$ cat src/rtl/ntt_pkg.sv
// Shared constants, state encoding and index split for the NTT stage sequencer.
package ntt_pkg;

    localparam int         BEATS_PER_STAGE = 256;
    localparam int         NUM_STAGES      = 5;
    localparam logic [2:0] P_MAX           = 3'd4;

    typedef enum logic [1:0] {
        IDLE,
        RUN,
        GAP,
        DONE
    } state_t;

    // {k, j}: k = cnt / 4^p, j = cnt mod 4^p
    function automatic logic [15:0] split_kj(
        input logic [7:0] cnt,
        input logic [2:0] p
    );
        logic [3:0] sh;
        logic [8:0] mask;
        logic [7:0] kk;
        logic [7:0] jj;
        sh   = {p, 1'b0};
        mask = (9'd1 << sh) - 9'd1;
        kk   = cnt >> sh;
        jj   = cnt & mask[7:0];
        return {kk, jj};
    endfunction

endpackage

$ cat src/rtl/ntt_stage_sequencer.sv
// Walks the five radix-4 NTT stages, emitting (k, j, p) beats with a
// valid/ready handshake and an optional drain gap between stages.
module ntt_stage_sequencer
    import ntt_pkg::*;
#(
    parameter int STAGE_GAP = 8
) (
    input  logic       clk,
    input  logic       rst,
    input  logic       start,
    input  logic       inv,
    input  logic       ready,
    output logic       valid,
    output logic [7:0] k,
    output logic [7:0] j,
    output logic [2:0] p,
    output logic       last_in_stage,
    output logic       busy,
    output logic       done
);

    localparam logic [7:0] GAP_LOAD =
        (STAGE_GAP > 0) ? 8'(STAGE_GAP - 1) : 8'd0;
    localparam logic [7:0] LAST_BEAT = 8'(BEATS_PER_STAGE - 1);

    state_t     r_state;
    logic [2:0] r_p;
    logic [7:0] r_cnt;
    logic [7:0] r_gap;
    logic       r_inv;

    state_t     w_state_nxt;
    logic [2:0] w_p_nxt;
    logic [7:0] w_cnt_nxt;
    logic [7:0] w_gap_nxt;
    logic       w_inv_nxt;

    logic       w_run;
    logic       w_xfer;
    logic       w_last;
    logic       w_final;
    logic [2:0] w_p_step;
    logic [15:0] w_kj;

    always_ff @(posedge clk) begin
        if (rst) begin
            r_state <= IDLE;
            r_p     <= 3'd0;
            r_cnt   <= 8'd0;
            r_gap   <= 8'd0;
            r_inv   <= 1'b0;
        end else begin
            r_state <= w_state_nxt;
            r_p     <= w_p_nxt;
            r_cnt   <= w_cnt_nxt;
            r_gap   <= w_gap_nxt;
            r_inv   <= w_inv_nxt;
        end
    end

    always_comb begin
        w_run    = (r_state == RUN);
        w_xfer   = w_run && ready;
        w_last   = (r_cnt == LAST_BEAT);
        w_final  = r_inv ? (r_p == P_MAX) : (r_p == 3'd0);
        w_p_step = r_inv ? (r_p + 3'd1) : (r_p - 3'd1);
    end

    always_comb begin
        w_state_nxt = r_state;
        w_p_nxt     = r_p;
        w_cnt_nxt   = r_cnt;
        w_gap_nxt   = r_gap;
        w_inv_nxt   = r_inv;
        unique case (r_state)
            IDLE: begin
                if (start) begin
                    w_inv_nxt   = inv;
                    w_p_nxt     = inv ? 3'd0 : P_MAX;
                    w_cnt_nxt   = 8'd0;
                    w_state_nxt = RUN;
                end
            end
            RUN: begin
                if (w_xfer) begin
                    w_cnt_nxt = r_cnt + 8'd1;
                    if (w_last) begin
                        if (w_final) begin
                            w_state_nxt = DONE;
                        end else begin
                            w_p_nxt = w_p_step;
                            if (STAGE_GAP == 0) begin
                                w_state_nxt = RUN;
                            end else begin
                                w_gap_nxt   = GAP_LOAD;
                                w_state_nxt = GAP;
                            end
                        end
                    end
                end
            end
            GAP: begin
                if (r_gap == 8'd0) begin
                    w_state_nxt = RUN;
                end else begin
                    w_gap_nxt = r_gap - 8'd1;
                end
            end
            DONE: begin
                w_state_nxt = IDLE;
            end
            default: begin
                w_state_nxt = IDLE;
            end
        endcase
    end

    // p stays visible through GAP so the next stage number is known early
    always_comb begin
        w_kj          = split_kj(r_cnt, r_p);
        valid         = w_run;
        k             = w_run ? w_kj[15:8] : 8'd0;
        j             = w_run ? w_kj[7:0] : 8'd0;
        p             = (w_run || r_state == GAP) ? r_p : 3'd0;
        last_in_stage = w_run && w_last;
        busy          = (r_state != IDLE);
        done          = (r_state == DONE);
    end

endmodule

$ cat config.mk
export PLATFORM = sky130hd
export DESIGN_NAME = ntt_stage_sequencer
export DESIGN_NICKNAME = d
export VERILOG_FILES = /design/src/rtl/ntt_pkg.sv /design/src/rtl/ntt_stage_sequencer.sv
export SDC_FILE = /design/constraint.sdc
export NUM_CORES = 1
export LEC_CHECK = 0
export BUFFER_PORTS_ARGS = -buffer_cell sky130_fd_sc_hd__buf_2
export CAP_MARGIN = 20
export CORE_MARGIN = 3
export CORE_UTILIZATION = 25
export CTS_BUF_LIST = sky130_fd_sc_hd__clkbuf_4 sky130_fd_sc_hd__clkbuf_8
export DETAILED_ROUTE_END_ITERATION = 12
export PLACE_DENSITY = 0.51
export SYNTH_ARGS = -nofsm -noshare
export SYNTH_HDL_FRONTEND = slang
export SYNTH_SLANG_ARGS = --single-unit
$ cat constraint.sdc
create_clock -name clk -period 4.3 [get_ports clk]
set_input_delay 0 -clock clk [delete_from_list [all_inputs] [get_ports clk]]
set_output_delay 0 -clock clk [all_outputs]
set_load 0.005 [all_outputs]
# After elaboration in Yosys (flattened, before gate mapping)
# Cells that the tools add are included.
# totals
regBits	22
out_inout_bits	23
word_cells	63
# op_classes
addsub	5
n_eq_ne	11
shift	2
mux	25
n_bitwise	1
n_reduce_logical	14
# ops
op	count
8-bit 2-to-1 mux	8
8-bit one-hot mux with 2 select lines	2
3-bit 2-to-1 mux	7
8-bit by 1-bit subtractor with 8-bit output, second input constant	2
5-bit AND reduction	2
8-bit by 1-bit adder with 8-bit output, second input constant	1
8-bit bitwise AND	1
8-bit == test, second input constant	1
8-bit zero test	1
2-bit 2-to-1 mux	4
2-bit inequality test, second input constant	4
2-bit one-hot mux with 4 select lines	1
1-bit by 4-bit << shifter with 8-bit output, first input constant	1
8-bit by 4-bit >> shifter with 8-bit output	1
3-bit one-hot mux with 2 select lines	1
2-bit nonzero test	3
2-bit == test, second input constant	2
2-bit by 1-bit inequality test with 1-bit output, second input constant	2
4-bit AND reduction	1
3-bit by 1-bit adder with 3-bit output, second input constant	1
3-bit == test, second input constant	1
3-bit zero test	1
3-bit AND reduction	1
3-bit by 1-bit subtractor with 3-bit output, second input constant	1
6 further kinds	8

# Longest topological paths before layout
# logic_depth
ltp_word	6
depth_mapped	8
depth_no_buf	6

# Worst setup path after synthesis
# Ideal clock, no wire load.
# synth_timing
kind	register to register
from	reg r_state[1]
to	reg r_gap[6]
t_arrival_ps	1907
required_time_ps	4204
setup_slack_ps	2297
path_stages_with_launch	9
n_path_buf	2
cell_sequence	dfxtp_1 -> inv_1 -> ha_1 -> buf_2 -> nor3b_1 -> and2_1 -> buf_2 -> or4_4 -> o41ai_2
# synth_between
elab_chain_len	4
elab_cells_between_ends	10
# synth_rtl
element	line_no	rtl
start: declaration	ntt_stage_sequencer.sv:26	state_t r_state;
start signal: assignment	ntt_stage_sequencer.sv:53	r_state <= w_state_nxt;
2-bit by 1-bit == test with 1-bit output (*)	ntt_stage_sequencer.sv:62	w_run = (r_state == RUN);
net valid	ntt_stage_sequencer.sv:13	output logic valid,
1-bit logical AND	ntt_stage_sequencer.sv:63	w_xfer = w_run && ready;
2-bit by 1-bit inequality test with 1-bit output (no line)	--	
5-bit AND reduction (no line)	--	
end signal: assignment	ntt_stage_sequencer.sv:56	r_gap <= w_gap_nxt;
end: declaration	ntt_stage_sequencer.sv:29	logic [7:0] r_gap;
# Mark *: on every way through the listed nets, which the timed path passes. The rest lies on a longest branch.
# A chain may end at the register's enable or synchronous reset.

# Worst setup path after layout
# layout_timing
from	reg r_state[1]
to	reg r_p[2]
# layout_between
elab_chain_len	4
elab_cells_between_ends	10
# layout_rtl
element	line_no	rtl
2-bit by 1-bit == test with 1-bit output	ntt_stage_sequencer.sv:62, ntt_stage_sequencer.sv:75	
1-bit logical AND	ntt_stage_sequencer.sv:63	
2-bit by 1-bit inequality test with 1-bit output (no line)	--	
5-bit AND reduction (no line)	--	
end signal: assignment	ntt_stage_sequencer.sv:54	r_p <= w_p_nxt;
end: declaration	ntt_stage_sequencer.sv:27	logic [2:0] r_p;
# Several ways; a longest one is shown, not always the timed one.

==> metrics.cfg <==
[drt]
drt_drc_violations_left = 0
vias_per_cell = 5.31
drt-total-wl_mm = 4.45
final_antenna_net_count = 0
dr.first_iter.drc_count = 77
dr.pass1.iters = 6
wire_per_inst_um = 14.6
dr_total_vias = 1621

[critical_path]
cp-end-kind = register
cpPeakStageDelay_ps = 750
slowest_stage = ha_1
required_ps = 4480
cp_max_fo = 27
worstSetupStartpointType = register
cp_data_arrival_time_ps = 2760
crit_chain = inv_1 -> ha_1 -> mux2i_1 -> or2_1 -> o311a_1 -> a31o_1
worstSetupPathType = reg2reg

[floorplan]
dieHeight_um = 88.3
rows = 29
start_util_pct = 26.2
fp.dieArea_mm2 = 0.00780
core_area_mm2 = 0.00646
pin_count = 28
die_w_um = 88.3

[clock_tree]
htree_levels = 1
cts_sinks = 22
post-cts-setup-buffer-count = 0
cts_tree = done
cts_buffers = 3
clockBufferDepth = 2
clock_latency_ps = 270
cts_root_buf = clkbuf_8
path_clk_slew_ps = 90

[placement]
placed_area_mm2 = 0.00184
gp_congestion = 0.852
port_buffers = 27
dp_hpwl_mm = 3.27

[global_routing]
grt_pass1_vias = 1548
grt_max_degree = 28
antenna_found_initial = 0
overflow = 0
grt_pass1_wl_mm = 7.60
grt_use_total_pct = 11.9

[synth]
syn_area_mm2 = 0.00169
syn_area_per_cell_um2 = 7.92
synth_cells = 214
synth_top_flop_cell = dfxtp_1
seq_area_frac_synth_pct = 26.0
yosysWarnings = 0
async_flop_share_pct = 0
yosysUniqueCellTypes = 50
synth_seq_cells = 22
synth_fp_nets = 228
synth-edff-count = 0

[power]
pwr-share-seq_pct = 35.3
swShare_pct = 37.0
pwr_density_cell_mw_per_mm2 = 348
p_int_mw = 0.421
p_clk_share_pct = 29.6
power.switching_mw = 0.247
irDropWorstVdd_mv = 0.137
pwr-share-comb_pct = 35.1
p_leak_nw = 0.738

[final_layout]
final_nets = 243
n_antenna_cell = 0
syn_to_final_growth_pct = 13.4
drive_gt1_share_pct = 16.2
final_area_mm2 = 0.00192

[sta]
post-route-period-util_pct = 60.0
skew_ps = 13.2
hold_violations = 0
slew-limit-headroom_pct = 40.5
rsz0062_at_grt = no
worstMarginPinSlew_ps = 893
fin_setup_tns_ps = 0
fin_crit_ps = 2580
setup_viol = 0
slew_violations = 0
fmax_mhz = 387

[status]
status = finished, final reports clean

[min_path]
hold_path.class = in2reg

[flow_run]
drv_cap = 0

[cell families after synthesis]
family / share of synthesized area, %
fa+ha+maj: 7.09
flops: 26.0
buf+inv: 7.53
compound gates: 22.7
xor+xnor: 4.58
mux: 4.14
simple gates: 27.9
[area by class of cell]
type	instances	area, um^2
fillers	727	4540
multi-input cells	163	1130
flip-flops and latches	22	440
repair buffers	28	145
well taps	77	96.3
clock buffers	3	41.3
inverters	11	41.3
clock inverters	1	30.0
[synthesized netlist by cell type (all sizes together) (3+ instances only)]
| cell type | n | area (um^2) |
|---|---|---|
| a21oi | 11 | 55.1 |
| and2 | 4 | 25.0 |
| nor2 | 18 | 67.6 |
| mux2i | 7 | 70.1 |
| nor3b | 3 | 22.5 |
| ha | 8 | 100 |
| xnor2 | 7 | 68.8 |
| and3 | 8 | 50.1 |
| clkbuf | 6 | 22.5 |
| o311ai | 4 | 35.0 |
| nand3 | 11 | 55.1 |
| nor2b | 4 | 25.0 |
| o21ai | 5 | 25.0 |
| a31oi | 4 | 25.0 |
| buf | 12 | 63.8 |
| dfxtp | 22 | 440 |
| o41ai | 3 | 33.8 |
| a211oi | 6 | 45.0 |
| nor3 | 6 | 35.0 |
| a41oi | 3 | 45.1 |
| inv | 11 | 41.3 |
| nand2 | 19 | 71.3 |
[worst max-delay path, delay by kind of cell (launching register included)]
kind,cells,cell delay (ps)
AOI/OAI and AO/OA,2,550
adders and majority gates,1,750
buffers and inverters,1,100
DFF,1,330
muxes,1,390
and+or+nand+nor,1,380
[registers in the layout, indices dropped and copies added, names as in the netlist]
name     cells
r_cnt        8
r_p          3
r_inv        1
r_gap        8
r_state      2
[what timing repair did]
action	CTS	global route
resized for setup	0	0
hold buffers	1	0
hold endpoints to repair	1	0
setup endpoints to repair	0	0
[power by group through the flow]
stage | registers [mW] | clock network, mW | logic, mW
CTS | 0.236 | 0.202 | 0.237
floorplan | 0.228 | 0 | 0.199
detailed placement | 0.241 | 0 | 0.234
finish | 0.236 | 0.198 | 0.235
global placement | 0.241 | 0 | 0.235
global route | 0.240 | 0.216 | 0.269
[worst paths after layout]
kind / from / depth (start not counted) / slack [ps] / endpoint
max reg2reg: r_state[1] / 6 / 1720 / r_p[2]
max: r_state[1] / 6 / 1720 / r_p[2]
min: start / 3 / 7 / r_inv
min reg2reg: r_gap[4] / 2 / 500 / r_gap[4]
[layout by cell type, fill, tap and decap left out, types with 2 or more instances in the layout]
master / n
nand3b_1: 2
mux2i_1: 7
clkbuf_8: 3
a31oi_1: 4
o311a_1: 2
nand2_1: 19
nor3b_1: 3
o22a_1: 2
inv_1: 10
a41oi_1: 2
nor3_1: 5
xnor2_1: 6
a311oi_1: 2
and3_1: 8
and2_1: 4
nand4_1: 2
nand2b_1: 2
o31ai_1: 2
a211oi_1: 6
ha_1: 8
a21oi_1: 11
nor2_1: 18
buf_2: 27
nor4_1: 2
nor2b_1: 4
a31o_1: 2
nand3_1: 11
nor4b_1: 2
and4_1: 2
o41ai_1: 2
o21ai_1: 5
o311ai_1: 4
dfxtp_1: 22
[layer usage]
layer	global-route usage, %	part of all wire (%)	up-vias	wire, um
met3	1.96	5.0	4	223
met5	0	0	-	0
met4	1.92	0.49	0	22
met1	16.2	49	759	2190
met2	20.3	45	46	2010
li1	-	-	812	-
[metrics by stage]
step	total power, mW	setup slack [ps]	std cells	hold WS, ps	utilization (%)
5_1_grt	0.724	1450	305	19.5	29.7
6_report	0.668	1720	305	7.48	29.7
3_3_place_gp	0.477	1790	300	273	28.5
3_5_place_dp	0.475	1730	300	285	28.5
4_1_cts	0.675	1720	305	7.13	29.7
2_1_floorplan	0.427	2300	214	101	-
No activity file was read; power rests on OpenSTA's default activity.
